--- config.mk ---
export PLATFORM = sky130hd
export DESIGN_NAME = reg_file_scoreboard
export DESIGN_NICKNAME = d
export VERILOG_FILES = /design/src/rtl/reg_file_scoreboard.sv
export SDC_FILE = /design/constraint.sdc
export NUM_CORES = 1
export LEC_CHECK = 0
export ABC_AREA = 0
export CELL_PAD_IN_SITES_DETAIL_PLACEMENT = 0
export CELL_PAD_IN_SITES_GLOBAL_PLACEMENT = 2
export CORE_MARGIN = 2
export CORE_UTILIZATION = 35
export CTS_CLUSTER_DIAMETER = 30
export CTS_CLUSTER_SIZE = 20
export DETAILED_ROUTE_END_ITERATION = 6
export DONT_BUFFER_PORTS = 1
export GPL_TIMING_DRIVEN = 0
export PLACE_DENSITY_LB_ADDON = 0.1
export SYNTH_ARGS = -nofsm -noshare
export SYNTH_HDL_FRONTEND = slang
export SYNTH_SLANG_ARGS = --single-unit
--- constraint.sdc ---
create_clock -name clk -period 10.9 [get_ports clk]
set_clock_uncertainty 0.1 [all_clocks]
set_input_delay 1.09 -clock clk [delete_from_list [all_inputs] [get_ports clk]]
set_output_delay 1.09 -clock clk [all_outputs]
set_load 0.01 [all_outputs]
--- src/rtl/reg_file_scoreboard.sv ---
// 16 x DATA_W register file with two one-hot-select read ports,
// write-to-read bypass and a per-register pending-write scoreboard.
module reg_file_scoreboard #(
  parameter int DATA_W = 16
) (
  input  logic              clk,
  input  logic              rst_n,
  input  logic [3:0]        SrcReg1,
  input  logic [3:0]        SrcReg2,
  output logic [DATA_W-1:0] SrcData1,
  output logic [DATA_W-1:0] SrcData2,
  output logic              Src1Ready,
  output logic              Src2Ready,
  input  logic              WriteReg,
  input  logic [3:0]        DstReg,
  input  logic [DATA_W-1:0] DstData,
  input  logic              IssueValid,
  input  logic [3:0]        IssueReg,
  input  logic              Flush,
  output logic [4:0]        BusyCount
);

  logic [DATA_W-1:0] regs_q [16];
  logic [15:0]       busy_q;
  logic [15:0]       busy_d;
  logic [15:0]       wl1;
  logic [15:0]       wl2;
  logic              wr_en;
  logic              byp1;
  logic              byp2;
  logic [DATA_W-1:0] rd1;
  logic [DATA_W-1:0] rd2;

  assign wr_en = WriteReg && (DstReg != 4'd0);
  assign wl1   = 16'd1 << SrcReg1;
  assign wl2   = 16'd1 << SrcReg2;
  assign byp1  = wr_en && (DstReg == SrcReg1);
  assign byp2  = wr_en && (DstReg == SrcReg2);

  // R0 is never written, so its storage slot stays zero
  always_comb begin
    rd1 = '0;
    rd2 = '0;
    for (int i = 0; i < 16; i++) begin
      rd1 = rd1 | (regs_q[i] & {DATA_W{wl1[i]}});
      rd2 = rd2 | (regs_q[i] & {DATA_W{wl2[i]}});
    end
  end

  assign SrcData1 = byp1 ? DstData : rd1;
  assign SrcData2 = byp2 ? DstData : rd2;

  assign Src1Ready = ~busy_q[SrcReg1]
                   | (WriteReg && (DstReg == SrcReg1));
  assign Src2Ready = ~busy_q[SrcReg2]
                   | (WriteReg && (DstReg == SrcReg2));

  // Issue set outranks a same-cycle writeback clear
  always_comb begin
    busy_d = busy_q;
    for (int i = 1; i < 16; i++) begin
      if (Flush)
        busy_d[i] = 1'b0;
      else if (IssueValid && (IssueReg == 4'(i)))
        busy_d[i] = 1'b1;
      else if (WriteReg && (DstReg == 4'(i)))
        busy_d[i] = 1'b0;
    end
    busy_d[0] = 1'b0;
  end

  always_comb begin
    BusyCount = '0;
    for (int i = 0; i < 16; i++)
      BusyCount = BusyCount + 5'(busy_q[i]);
  end

  always_ff @(posedge clk or negedge rst_n) begin
    if (!rst_n) begin
      busy_q <= '0;
      for (int i = 0; i < 16; i++)
        regs_q[i] <= '0;
    end else begin
      busy_q <= busy_d;
      if (wr_en)
        regs_q[DstReg] <= DstData;
    end
  end

endmodule
* Yosys cells after proc, flatten, opt, wreduce, memory -nomap -nowiden *
Cells that the tools add are included.

storage, ports and cells
  flip-flop bits (word level) = 271
  logic and storage cells = 256
  output and inout port bits = 39
  input port bits = 37

operators by class
  magnitude comparators = 4
  mux-type cells = 54
  eq/ne operators = 32
  shifts and indexed selects = 2
  reductions and logical operators = 52
  add/sub/neg operators = 14
  bitwise operators = 67

operators by type and width
  operator              number
  $and 16x16->16        32
  $or 16x16->16         30
  $bwmux 256            1
  $demux 16 s4          1
  $eq 4x4->1 const B    16
  $add 5x1->5           10
  $mux 16               3
  $mux 1                47
  $reduce_bool 3->1     15
  $logic_and 1x1->1     36
  $eq 4x3->1 const B    8
  $shl 1x4->16 const A  2
  $eq 4x2->1 const B    4
  $lt 4x5->1 const B    2
  $bmux 1 s4            2
  $eq 4x1->1 const B    2
  $eq 4x4->1            2
  $add 4x1->5           1
  $ge 5x5->1 const B    1
  $lt 5x1->1 const B    1
  $not 4->5             1
  $add 3x1->4           1
  $reduce_bool 4->1     1
  $add 2x1->3           1
  other kinds (3)       5

* Depth between registers and ports, before layout *
  depth after elaboration = 18
  depth in mapped cells = 9
  depth with buffers taken out = 9

* Worst setup path before layout *
Ideal clock, no wire load.

  path kind = flip-flop to output port
  start point = reg busy_q[6]
  end point = out BusyCount[2]
  stages on the path, launching flop included = 10
  slack = 6.263 ns
  data arrival time = 3.447 ns
  required time = 9.710 ns
  buffers on the path = 0
  path through = dfrtp_1 > inv_1 > fa_1 > fa_1 > fa_1 > fa_1 > inv_1 > fa_1 > fa_1 > xor2_1

on the way
  word-level cells in the longest chain between the ends = 10

ends and longest elaborated chain
  item                       line  text
  from (decl)                24    logic [15:0] busy_q;
  from (signal assigned)     84    busy_q <= busy_d;
  $add 5x1->5 (10 in a row)  75    BusyCount = BusyCount + 5'(busy_q[i]);
  to (decl)                  20    output logic [4:0] BusyCount

Every way passes these cells.

* Worst setup path in the final report *
Same ends and word-level chain as after synthesis.

==> flow_metrics.env <==
export IMPL_endpoint_kind="output port"
export IMPL_p_leak_uw=0.007844
export IMPL_ys_seq_area_share_pct=44.18
export IMPL_core_um2=43170
export IMPL_vias_per_cell=6.292
export IMPL_nets=1479
export IMPL_first_iter_violations=1250
export IMPL_antenna_found_initial=0
export IMPL_slew_viol_final=0
export IMPL_slew_headroom_pct=0.3936
export IMPL_die_area_um2=45550
export IMPL_dieWidth_um=213.4
export IMPL_first_global_vias=13383
export IMPL_drt_pass1_iter_count=5
export IMPL_hpwlAfterDp_um=48580
export IMPL_synth_largest_area_cell="dfrtp_1"
export IMPL_synth_top_area_share_pct=44.18
export IMPL_fin_crit_sh_pct=50.27
export IMPL_tightest_slew_ns=1.491
export IMPL_n_antenna_cell=0
export IMPL_root_buffer="clkbuf_16"
export IMPL_hold_viol=0
export IMPL_clk_pin_slew_ns=0.05
export IMPL_p_clk_share_pct=53.9
export IMPL_routedWlPerCell_um=35.70
export IMPL_grt_pass1_wl_um=103900
export IMPL_ir_drop_mv=0.1134
export IMPL_async_reset_ff_share_pct=100.0
export IMPL_p_sw_share_pct=27.62
export IMPL_synth_flop_cell="dfrtp_1"
export IMPL_synth_nets=1399
export IMPL_cp_start_kind="flip-flop"
export IMPL_track_usage_pct=33.20
export IMPL_ant_nets=0
export IMPL_netlist_area_um2=15350
export IMPL_netlist_top_cells_area="dfrtp_1, mux2_2, a22oi_1, mux2i_1, mux4_2"
export IMPL_seq_power_share_pct=32.3
export IMPL_outcome="finished, violations left"
export IMPL_period_minus_slack_ns=5.479
export IMPL_area_growth_pct=22.77
export IMPL_grt_max_degree=272
export IMPL_placementRows=76
export IMPL_h_tree_depth=3
export IMPL_syn_inst=1350
export IMPL_overflow=0
export IMPL_p_sw_uw=1217
export IMPL_met3_wirelength_um=6229
export IMPL_drc=0
export IMPL_synth_common_cells="dfrtp_1, mux2_2, a22oi_1"
export IMPL_wl_met2_um=32450
export IMPL_highest_layer="met4"
export IMPL_finalPower_uw=4406
export IMPL_cts_tree="built"
export IMPL_die_h_um=213.4
export IMPL_cts_resized_gates=0
export IMPL_cts_buffer_depth=3
export IMPL_finalSetupTns_ns=0
export IMPL_m1WireLength_um=31780
export IMPL_ios=76
export IMPL_io_buffers=0
export IMPL_violations="max-capacitance violations"
export IMPL_yosysMostFrequentCell="dfrtp_1"
export IMPL_initial_core_util_pct=35.56
export IMPL_postCtsSetupBuffers=0
export IMPL_worstSetupPathType="reg2out"
export IMPL_worstSkewPairLatency_ns=0.59
export IMPL_totalWireLength_um=74180
export IMPL_worstPathMaxFanout=4
export IMPL_required_ns=9.71
export IMPL_power_density_nw_per_um2=233.8
export IMPL_place_gp_congestion=0.8983
export IMPL_place_ws_ns=5.819
export IMPL_cts_buffers=78
export IMPL_p_int_uw=3189
export IMPL_maxCapViolations=1
export IMPL_synth_cell_types=67
export IMPL_hp_class="in2async"
export IMPL_drive_gt1_share_pct=34.16
export IMPL_clock_sink_count=271
export IMPL_rsz0062_at_grt="false"
export IMPL_cts_hold_buf=0
export IMPL_p_comb_share_pct=13.8
export IMPL_finalSetupViolCount=0
export IMPL_vias=13075
export IMPL_syn_area_per_cell_um2=11.37
export IMPL_fmax_ghz=0.1825
export IMPL_worst_slack_ns=5.421
export IMPL_yosys_warnings=0
export IMPL_crit_arrival_ns=4.29
export IMPL_synth_seq_cells=271
export IMPL_synth_edff_count=0
==> power groups by stage <==
stage / Sequential, µW / Combinational, µW / Clock, µW
after floorplan: 1340 / 451 / 0
after global placement: 1430 / 589 / 0
after detailed placement: 1430 / 599 / 0
after CTS: 1420 / 601 / 2390
after global routing: 1450 / 647 / 2460
final: 1420 / 608 / 2370
==> cell families (layout without fill, tap and decap cells) <==
group,count (synthesis),count (layout),share of synthesized area (%)
xor+xnor,7,7,0.3994
simple gates,227,227,7.507
compound gates,329,329,15.40
fa+ha+maj,12,12,1.467
mux,343,343,26.06
buf+inv,160,303,4.964
flops,271,271,44.18
other cells,1,1,0.02443
==> placed cells by master, fill, tap and decap left out, drive strengths merged, types with 4 or more instances in the layout <==
cell type	instances
mux4	19
and2	6
o22ai	34
o31ai	4
a211oi	4
clkbuf	163
nor3	8
o21ai	34
nand3	20
mux2i	64
nand3b	5
mux2	260
buf	77
o221ai	4
fa	10
a21oi	30
clkinvlp	7
a2111oi	9
nor2b	19
a31oi	27
bufinv	10
o22a	4
a221oi	38
or3	5
dfrtp	271
a21o	4
inv	26
clkinv	20
nand2b	7
nor2	87
nand2	48
and3	5
xnor2	6
nor3b	6
a41oi	6
a22o	17
a22oi	93
==> state kept, by name, indices dropped and copies added (netlist names) <==
signal  flops
busy_q     15
regs_q    256
==> critical path: stages, from the launching register on <==
cell and delay, ns:
dfrtp_1 0.44, inv_1 0.09, fa_1 0.52, fa_1 0.54
fa_1 0.43, fa_1 0.49, inv_1 0.05, fa_1 0.41
fa_1 0.45, xor2_1 0.27
==> area by class of cell <==
cell class | instances | area (µm²)
plain buffers | 138 | 679.4
multi-input cells | 919 | 7811
inverters | 22 | 82.58
fillers | 4209 | 24330
flip-flops and latches | 271 | 6782
clock inverters | 41 | 533.0
well taps | 585 | 732.0
clock buffers | 102 | 2225
==> layer usage <==
layer,vias up,global-route usage (%)
met5,-,0
met4,0,16.24
met3,225,8.480
met2,711,49.92
met1,6826,44.55
li1,5313,-
==> stage by stage <==
stage | std cells | cell area [µm²] | hold WS [ns] | util [%]
after CTS | 2078 | 18840 | 0.07386 | 43.65
final | 2078 | 18840 | 0.08903 | 43.65
after global placement | 1935 | 16080 | 0.3565 | 37.25
after global routing | 2078 | 18840 | 0.07383 | 43.65
after floorplan | 1350 | 15350 | 0.3418 | -
after detailed placement | 1935 | 16090 | 0.3607 | 37.26
==> final timing paths <==
check	from	to	slack (ns)	depth (start not counted)
max	busy_q[6]$_DFFE_PN0P_	BusyCount[2]	5.42	9
min	rst_n	regs_q[122]$_DFFE_PN0P_	0.09	0
max reg2reg	busy_q[7]$_DFFE_PN0P_	busy_q[7]$_DFFE_PN0P_	9.90	3
min reg2reg	regs_q[254]$_DFFE_PN0P_	regs_q[254]$_DFFE_PN0P_	0.38	1
max in group asynchronous	rst_n	regs_q[83]$_DFFE_PN0P_	10.19	0
min in group clk	regs_q[254]$_DFFE_PN0P_	regs_q[254]$_DFFE_PN0P_	0.38	1
Power figures use the tool's default switching activity.
